$ cat config.mk
export PLATFORM = sky130hd
export DESIGN_NAME = pipe_stage_reg_flat
export DESIGN_NICKNAME = d
export VERILOG_FILES = /design/src/rtl/pipe_stage_reg_if.sv /design/src/rtl/pipe_stage_reg.sv /design/src/flat_wrapper.sv
export SDC_FILE = /design/constraint.sdc
export NUM_CORES = 1
export LEC_CHECK = 0
export CAP_MARGIN = 20
export CORE_ASPECT_RATIO = 0.6
export CORE_MARGIN = 2
export CORE_UTILIZATION = 50
export CTS_CLUSTER_DIAMETER = 30
export DETAILED_ROUTE_END_ITERATION = 10
export GPL_TIMING_DRIVEN = 1
export PLACE_DENSITY = 0.83
export SKIP_CTS_REPAIR_TIMING = 1
export SLEW_MARGIN = 25
export SYNTH_ARGS = -nofsm -noshare
export SYNTH_HDL_FRONTEND = slang
export SYNTH_SLANG_ARGS = --single-unit
$ cat constraint.sdc
create_clock -name clk -period 2.7 [get_ports clk]
set_clock_uncertainty 0.1 [all_clocks]
set_input_delay 0.675 -clock clk [delete_from_list [all_inputs] [get_ports clk]]
set_output_delay 0.675 -clock clk [all_outputs]
set_load 0.05 [all_outputs]
$ cat src/rtl/pipe_stage_reg_if.sv
// Valid/ready handshake bundle for pipe_stage_reg.
// master drives the beat in and takes it out; slave is the stage.
interface pipe_stage_reg_if #(
  parameter int DW = 32
);
  logic          in_valid;
  logic          in_ready;
  logic [DW-1:0] in_data;
  logic          out_valid;
  logic          out_ready;
  logic [DW-1:0] out_data;

  modport master (
    output in_valid,
    output in_data,
    output out_ready,
    input  in_ready,
    input  out_valid,
    input  out_data
  );

  modport slave (
    input  in_valid,
    input  in_data,
    input  out_ready,
    output in_ready,
    output out_valid,
    output out_data
  );
endinterface

$ cat src/rtl/pipe_stage_reg.sv
// Two-entry skid pipeline register with flush and transfer counter.
// All outputs are decoded from flops; no input-to-output paths.
module pipe_stage_reg #(
  parameter int DW    = 32,
  parameter int CNT_W = 16
) (
  input  logic             clk,
  input  logic             rst,
  input  logic             flush,
  pipe_stage_reg_if.slave  bus,
  output logic [1:0]       occupancy,
  output logic [CNT_W-1:0] xfer_count
);
  localparam logic [1:0] EMPTY = 2'b00;
  localparam logic [1:0] BUSY  = 2'b01;
  localparam logic [1:0] FULL  = 2'b10;

  logic [1:0]       state_q;
  logic [1:0]       state_d;
  logic             rdy_q;
  logic [DW-1:0]    main_q;
  logic [DW-1:0]    skid_q;
  logic [CNT_W-1:0] cnt_q;
  logic             main_in;
  logic             main_skid;
  logic             skid_in;
  logic             valid;
  logic             xfer;

  always_comb begin
    valid     = 1'b0;
    occupancy = 2'd0;
    case (state_q)
      BUSY: begin
        valid     = 1'b1;
        occupancy = 2'd1;
      end
      FULL: begin
        valid     = 1'b1;
        occupancy = 2'd2;
      end
      default: ;
    endcase
  end

  assign xfer = valid & bus.out_ready;

  always_comb begin
    state_d   = EMPTY;
    main_in   = 1'b0;
    main_skid = 1'b0;
    skid_in   = 1'b0;
    case (state_q)
      EMPTY: begin
        if (bus.in_valid) begin
          state_d = BUSY;
          main_in = 1'b1;
        end
      end
      BUSY: begin
        state_d = BUSY;
        if (bus.in_valid && bus.out_ready) begin
          main_in = 1'b1;
        end else if (bus.in_valid) begin
          state_d = FULL;
          skid_in = 1'b1;
        end else if (bus.out_ready) begin
          state_d = EMPTY;
        end
      end
      FULL: begin
        state_d = FULL;
        if (bus.out_ready) begin
          state_d   = BUSY;
          main_skid = 1'b1;
        end
      end
      default: state_d = EMPTY;
    endcase
  end

  always_ff @(posedge clk) begin
    if (rst) begin
      state_q <= EMPTY;
      rdy_q   <= 1'b1;
      main_q  <= '0;
      skid_q  <= '0;
    end else if (flush) begin
      // held beats are dropped but the data flops keep their contents
      state_q <= EMPTY;
      rdy_q   <= 1'b1;
    end else begin
      state_q <= state_d;
      rdy_q   <= (state_d != FULL);
      if (main_in)   main_q <= bus.in_data;
      if (main_skid) main_q <= skid_q;
      if (skid_in)   skid_q <= bus.in_data;
    end
  end

  always_ff @(posedge clk) begin
    if (rst) begin
      cnt_q <= '0;
    end else if (xfer) begin
      cnt_q <= cnt_q + {{(CNT_W-1){1'b0}}, 1'b1};
    end
  end

  assign bus.in_ready  = rdy_q;
  assign bus.out_valid = valid;
  assign bus.out_data  = main_q;
  assign xfer_count    = cnt_q;
endmodule

$ cat src/flat_wrapper.sv
// flat-port wrapper written by rule: the top's interface ports become plain ports
module pipe_stage_reg_flat 
#(
  parameter int DW    = 32,
  parameter int CNT_W = 16
)
  (clk, rst, flush, occupancy, xfer_count, bus_in_valid, bus_in_data, bus_out_ready, bus_in_ready, bus_out_valid, bus_out_data);
  pipe_stage_reg_if #(.DW(DW)) bus_i ();
  input  logic clk;
  input  logic rst;
  input  logic flush;
  output logic [1:0] occupancy;
  output logic [CNT_W-1:0] xfer_count;
  input wire logic [$bits(bus_i.in_valid)-1:0] bus_in_valid;
  input wire logic [$bits(bus_i.in_data)-1:0] bus_in_data;
  input wire logic [$bits(bus_i.out_ready)-1:0] bus_out_ready;
  output wire logic [$bits(bus_i.in_ready)-1:0] bus_in_ready;
  output wire logic [$bits(bus_i.out_valid)-1:0] bus_out_valid;
  output wire logic [$bits(bus_i.out_data)-1:0] bus_out_data;
  assign bus_i.in_valid = bus_in_valid;
  assign bus_i.in_data = bus_in_data;
  assign bus_i.out_ready = bus_out_ready;
  assign bus_in_ready = bus_i.in_ready;
  assign bus_out_valid = bus_i.out_valid;
  assign bus_out_data = bus_i.out_data;
  pipe_stage_reg #(.DW(DW), .CNT_W(CNT_W)) u_core (.clk(clk), .rst(rst), .flush(flush), .bus(bus_i), .occupancy(occupancy), .xfer_count(xfer_count));
endmodule
==> metrics.md, run 1 <==
| Metric | Value |
|---|---|
| Status | `finished, final reports clean` |
| Logic gate share of total power | `14.4%` |
| 1st-iter DRT viols | `197` |
| Inserted Clock Buffers | `9` |
| Number of synthesized flops with an enable pin | `0` |
| Worst path required time | `1.92 ns` |
| Router iterations before antenna repair | `5` |
| Setup TNS Final | `0 ns` |
| Adder-cell share of the synthesized area | `3.25%` |
| Pwr Density | `607 nW/um2` |
| Top post-synthesis cells by count | `nand2_1, dfxtp_1, nor2_1` |
| Yosys top cell by area | `dfxtp_1` |
| Max-cap violations | `0` |
| Core area | `6680 um2` |
| Nets@finish | `555` |
| Total track usage | `24.1%` |
| Worst slew pin tran | `0.741 ns` |
| Post-Synth Simple-Gate Area | `26.5%` |
| Ys async rst share | `0%` |
| Final setup violation count | `0` |
| First-pass GRT wire length | `14.7 mm` |
| Fill cells | `541` |
| Cell Rows | `23` |
| GPL Wtd Cong | `0.842` |
| Slowest-stage cell, CP | `clkdlybuf4s50_1` |
| Most numerous cell in the Yosys netlist | `nand2_1` |
| Maximum buffer depth of the clock tree | `2` |
| Yosys warns | `0` |
| Worst Path Class, Setup | `flop to output port` |
| Synthesized area | `3460 um2` |
| Area of the multi-input gates | `1660 um2` |
| TritonCTS Sinks | `83` |
| Starting Density | `51.9%` |
| Register area share after synthesis | `48.0%` |
| Die area | `7630 um2` |
| CP Launch Type | `flop` |
| HPWL Detailed | `6.18 mm` |
| Clock-pin slew on the worst setup and hold paths | `0.06 ns` |
| Register share of total power | `45.0%` |
| XOR/XNOR share of the synthesized area | `2.53%` |
| Final-report hold violation count | `0` |
| Relative slew slack | `50.5%` |
| Yosys reg bits | `83` |
| WL final | `9.19 mm` |
| Total congestion overflow | `0` |
| Initial antenna violation count | `0` |
| Remaining DRCs | `0` |
| Hold crit path type | `flop to flop` |
| CP cell instances | `inv_1, ha_1, clkdlybuf4s50_1` |
| I/O Buffers | `88` |
| Cell count after synthesis | `430` |
| Largest family of logic cells by synthesized area | `simple AND/OR/NAND/NOR gates` |
| Internal power | `2.12 mW` |
| Max stage delay on crit path | `0.80 ns` |
| Post-synth cell types | `28` |
| RSZ-0062 raised after global routing | `false` |
| CTS HTree Levels | `3` |
| FMAX | `394 MHz` |
| Crit-path max FO | `4` |
| Cell depth of the worst min-delay path | `2` |
| P_sw | `748 uW` |
| Sw Share | `26.1%` |
| Vias/cell | `5.60` |
| Antenna Nets Post-Route | `0` |
| Pin count of the biggest net entering global routing | `41` |
| Root Buffer | `clkbuf_16` |
| WL per Instance | `15.3 um` |
| Worst skew pair latency | `0.33 ns` |
| Crit-path leading delay family | `buffers and inverters` |
| Top cell type's share of synthesized area | `48.0%` |
| Final Cycle Share | `93.9%` |
| Max rail drop VDD | `0.484 mV` |
| Clock power frac | `40.6%` |
| Chip Width | `111 um` |
| Worst EP arrival | `1.76 ns` |
| Stages on worst setup path | `3` |
| Worst R2R Path Depth | `7` |
| Crit path time final | `2.54 ns` |
| WP buf/inv | `2` |
| Design area | `4730 um2` |
| TritonCTS clock tree | `yes` |
| Synthesized area per cell | `8.05 um2` |
| Synth Net Count | `476` |
| Synth Area in Compound Gates | `15.3%` |
| Seq. cell area | `1660 um2` |
| Placed Area | `4440 um2` |
| # diodes | `0` |
| Synth area leaders | `dfxtp_1, nand2_1, a311oi_1, nand3_1, a21oi_1` |
| Post-synth top flop | `dfxtp_1` |
| Ports | `89` |
| Area growth from synthesis to layout | `36.5%` |
| Chip height | `68.5 um` |
| Critical Path Sink Type | `output port` |
| Vias | `3367` |
| Vias in the first global route | `3130` |
| Post-synthesis mux area share | `0%` |
| Share of post-route cells with drive strength above 1 | `7.00%` |
| Slew Viols, Final | `0` |
| Pleak | `1.67 nW` |
## worst register-to-register path: stages (launching register included)
cell and delay (ns):
dfxtp_1 0.38, inv_1 0.10, ha_1 0.22, buf_4 0.25
nand2_1 0.20, buf_4 0.25, nand2_1 0.09, a311oi_1 0.34
## routing by layer
layer	part of all wire, %	up-vias	global-route usage, %
met2	45	122	39.0
li1	-	1650	-
met3	7.1	11	6.20
met1	47	1584	32.3
met5	0	-	0
met4	0.92	0	7.56
## final cells by class
cell class              count  share of cell area, %
clock inverters             3                  0.450
multi-input cells         309                   35.1
flip-flops and latches     83                   35.2
inverters                   4                  0.318
well taps                  87                   2.30
clock buffers              13                   5.72
repair buffers            102                   21.0
## worst paths after layout
path | from | end | slack [ns]
max reg2reg | u_core.state_q[0] | u_core.bus.out_data[31] | 0.65
max | u_core.state_q[0] | occupancy[1] | 0.16
min reg2reg | u_core.skid_q[23] | u_core.skid_q[23] | 0.36
min | u_core.skid_q[23] | u_core.skid_q[23] | 0.36
## cells in the final DEF (no fill, tap or decap), types with 3 or more instances in the layout
master	Yosys	layout
nor4_1	4	4
a21oi_1	38	38
buf_4	0	14
or3_1	4	4
clkbuf_8	0	3
ha_1	9	9
o21ai_0	5	5
clkdlybuf4s50_1	0	86
a311oi_1	32	32
nand2_1	105	105
nor2_1	43	42
xnor2_1	4	4
inv_1	4	4
and3_1	4	4
clkbuf_16	0	9
dfxtp_1	83	83
nand4_1	4	4
nand3_1	39	39
xor2_1	6	6
## power by group through the flow
stage | clock [mW] | sequential (mW) | combinational [mW]
after floorplan | 0 | 1.44 | 0.116
after global placement | 0 | 1.32 | 0.403
after detailed placement | 0 | 1.32 | 0.410
after CTS | 1.18 | 1.29 | 0.412
after global routing | 1.23 | 1.29 | 0.436
final | 1.17 | 1.29 | 0.412
## sequential cells by signal (all words and copies together) (netlist names)
register,cells
u_core.bus.in_ready,1
u_core.xfer_count,16
u_core.state_q,2
u_core.skid_q,32
u_core.bus.out_data,32
## metrics by stage
step	hold WS (ns)	std cells	setup slack (ns)	utilization (%)	total power, mW
floorplan	0.337	430	0.509	-	1.55
finish	0.358	601	0.164	70.8	2.87
detailed placement	0.349	585	0.0165	66.4	1.73
global route	0.377	601	0.0986	70.8	2.96
CTS	0.358	601	0.162	70.8	2.88
global placement	0.342	585	-0.103	66.4	1.72
## logic make-up after synthesis
kind of cell,count (synthesis)
xor+xnor,10
simple gates,211
flops,83
fa+ha+maj,9
compound gates,79
buf+inv,38
(Power assumes the default switching activity.)
==> run 2, diff against run 1 <==
CELL_PAD_IN_SITES_DETAIL_PLACEMENT = 0   (was default)
CELL_PAD_IN_SITES_GLOBAL_PLACEMENT = 1   (was default)
CORE_UTILIZATION = 38   (was 50)
PLACE_DENSITY = 0.86   (was 0.83)
==> run 2 against run 1 <==
Effect of this change:
- count of clock-buffer cells in the layout is 3 lower
- core utilization is 16 points lower
- worst hold slack lost 0.0021 ns
- die area rose by 30%
==> metrics.md, run 2 (synthesized netlist as in run 1, its figures left out) <==
| Metric | Value |
|---|---|
| Area growth from synthesis to layout | `37.2% (was 36.5%)` |
| Pin count of the biggest net entering global routing | `41 (unchanged)` |
| Total congestion overflow | `0 (unchanged)` |
| Chip height | `77.9 um (was 68.5 um)` |
| Most common cell after layout, fill and taps aside | `nand2_1 (unchanged)` |
| Worst slew pin tran | `0.669 ns (was 0.741 ns)` |
| 1st-iter DRT viols | `311 (was 197)` |
| Final Cycle Share | `94.1% (was 93.9%)` |
| Vias | `3289 (was 3367)` |
| Maximum buffer depth of the clock tree | `2 (unchanged)` |
| Logic gate share of total power | `13.9% (was 14.4%)` |
| Relative slew slack | `55.4% (was 50.5%)` |
| Vias/cell | `5.27 (was 5.60)` |
| Initial antenna violation count | `0 (unchanged)` |
| Total power | `2.91 mW (was 2.87 mW)` |
| Chip Width | `127 um (was 111 um)` |
| Critical Path Sink Type | `output port (unchanged)` |
| Final-report hold violation count | `0 (unchanged)` |
| Share of post-route cells with drive strength above 1 | `7.03% (was 7.00%)` |
| # diodes | `0 (unchanged)` |
| Total track usage | `20.1% (was 24.1%)` |
| Setup TNS Final | `0 ns (unchanged)` |
| Final setup violation count | `0 (unchanged)` |
| Nets@finish | `553 (was 555)` |
| P_sw | `760 uW (was 748 uW)` |
| Core Util, Final | `54.7% (was 70.8%)` |
| Fill cells | `801 (was 541)` |
| Remaining DRCs | `0 (unchanged)` |
| Status | `finished, final reports clean (unchanged)` |
| Internal power | `2.15 mW (was 2.12 mW)` |
| CTS HTree Levels | `3 (unchanged)` |
| GPL Wtd Cong | `0.793 (was 0.842)` |
| Worst skew pair latency | `0.33 ns (about the same)` |
| Register share of total power | `44.4% (was 45.0%)` |
| CP Launch Type | `flop (unchanged)` |
| Vias in the first global route | `3152 (was 3130)` |
| RSZ-0062 raised after global routing | `false (unchanged)` |
| Crit path time final | `2.54 ns (about the same)` |
| Cell Rows | `26 (was 23)` |
| Reg-to-reg slack, setup | `0.56 ns (was 0.65 ns)` |
| I/O Buffers | `88 (unchanged)` |
| Worst hold slack | `0.356 ns (was 0.358 ns)` |
| Worst EP arrival | `1.77 ns (was 1.76 ns)` |
| Die area | `9920 um2 (was 7630 um2)` |
| Clock power frac | `41.7% (was 40.6%)` |
| Antenna Nets Post-Route | `0 (unchanged)` |
| Pleak | `1.68 nW (was 1.67 nW)` |
| Hold crit path type | `flop to flop (unchanged)` |
| Sw Share | `26.1% (about the same)` |
| Clock-pin slew on the worst setup and hold paths | `0.06 ns (about the same)` |
| Inserted Clock Buffers | `9 (unchanged)` |
| Core area | `8690 um2 (was 6680 um2)` |
| WL per Instance | `15.2 um (was 15.3 um)` |
| Slew Viols, Final | `0 (unchanged)` |
| RR Startpoint | `u_core.state_q[0] (unchanged)` |
| HPWL Detailed | `6.32 mm (was 6.18 mm)` |
| Worst R2R Path Depth | `6 (was 7)` |
| Ports | `89 (unchanged)` |
| Router iterations before antenna repair | `4 (was 5)` |
| Reg-to-reg endpoint | `u_core.xfer_count[13] (was u_core.bus.out_data[31])` |
| First-pass GRT wire length | `15.8 mm (was 14.7 mm)` |
| Most frequent cells in the layout | `nand2_1, clkdlybuf4s50_1, dfxtp_1, nor2_1, nand3_1 (unchanged)` |
| Worst Path Class, Setup | `flop to output port (unchanged)` |
| FMAX | `394 MHz (about the same)` |
| Worst Setup SP | `u_core.state_q[0] (unchanged)` |
| Worst path required time | `1.92 ns (about the same)` |
| WL final | `9.50 mm (was 9.19 mm)` |
| Max rail drop VDD | `0.343 mV (was 0.484 mV)` |
| Starting Density | `39.9% (was 51.9%)` |
| Max-cap violations | `0 (unchanged)` |
| TritonCTS Sinks | `83 (unchanged)` |
| Root Buffer | `clkbuf_16 (unchanged)` |
| TritonCTS clock tree | `yes (unchanged)` |
| Pwr Density | `613 nW/um2 (was 607 nW/um2)` |
| Crit-path max FO | `4 (unchanged)` |
| Worst setup endpoint | `occupancy[1] (unchanged)` |
run 2: cell count changes in the layout (fill, tap and decap cells not counted):
| cell | delta |
|---|---|
| buf_2 | +1 |
| bufinv_16 | +1 |
| buf_4 | -3 |
| clkinvlp_4 | -1 |
| clkbuf_8 | -2 |
| buf_12 | +1 |
| nor2_4 | -1 |
| clkdlybuf4s50_1 | -1 |
| clkinv_4 | -1 |
| clkinv_2 | +4 |
| clkbuf_1 | -1 |
| nor2_2 | +1 |
run 2: how the worst min path moves through the flow:
stage | start | to | depth (start not counted)
after floorplan | u_core.skid_q[0] | u_core.skid_q[0] | 2
after global placement | u_core.skid_q[31] | u_core.skid_q[31] | 2
after detailed placement | u_core.skid_q[21] | u_core.skid_q[21] | 2
after CTS | u_core.skid_q[21] | u_core.skid_q[21] | 2
after global routing | u_core.skid_q[29] | u_core.skid_q[29] | 2
final | u_core.skid_q[21] | u_core.skid_q[21] | 2
run 2: layout make-up:
cell class | count | area [um2] | share of cell area (%)
clock buffers | 10 | 239 | 5.03
clock inverters | 6 | 55.1 | 1.16
multi-input cells | 309 | 1650 | 34.8
repair buffers | 100 | 983 | 20.7
flip-flops and latches | 83 | 1660 | 35.0
well taps | 112 | 140 | 2.95
inverters | 4 | 15.0 | 0.316
run 2: metal layers:
layer  GRT usage (%)  part of all wire, %
met1            27.9                   49
met2            29.6                   45
met3            6.07                  5.5
met4            6.81                 0.71
met5               0                    0
run 2: power groups by stage:
stage	logic (mW)	registers (mW)	clock network [mW]
2_1_floorplan	0.116	1.44	0
3_3_place_gp	0.400	1.32	0
3_5_place_dp	0.407	1.32	0
4_1_cts	0.409	1.29	1.24
5_1_grt	0.434	1.30	1.28
6_report	0.406	1.29	1.21
run 2: through the flow:
step	std cells	setup WS, ns	area (um2)
finish	624	0.160	4750
global route	624	0.0801	4750
CTS	624	0.133	4750
detailed placement	608	0.153	4450
global placement	608	0.223	4450
floorplan	430	0.509	3460
run 2: critical path, cell delays in order, from the launching register on:
cell and delay, ns:
dfxtp_1 0.35, inv_1 0.12, ha_1 0.17, clkdlybuf4s50_1 0.80
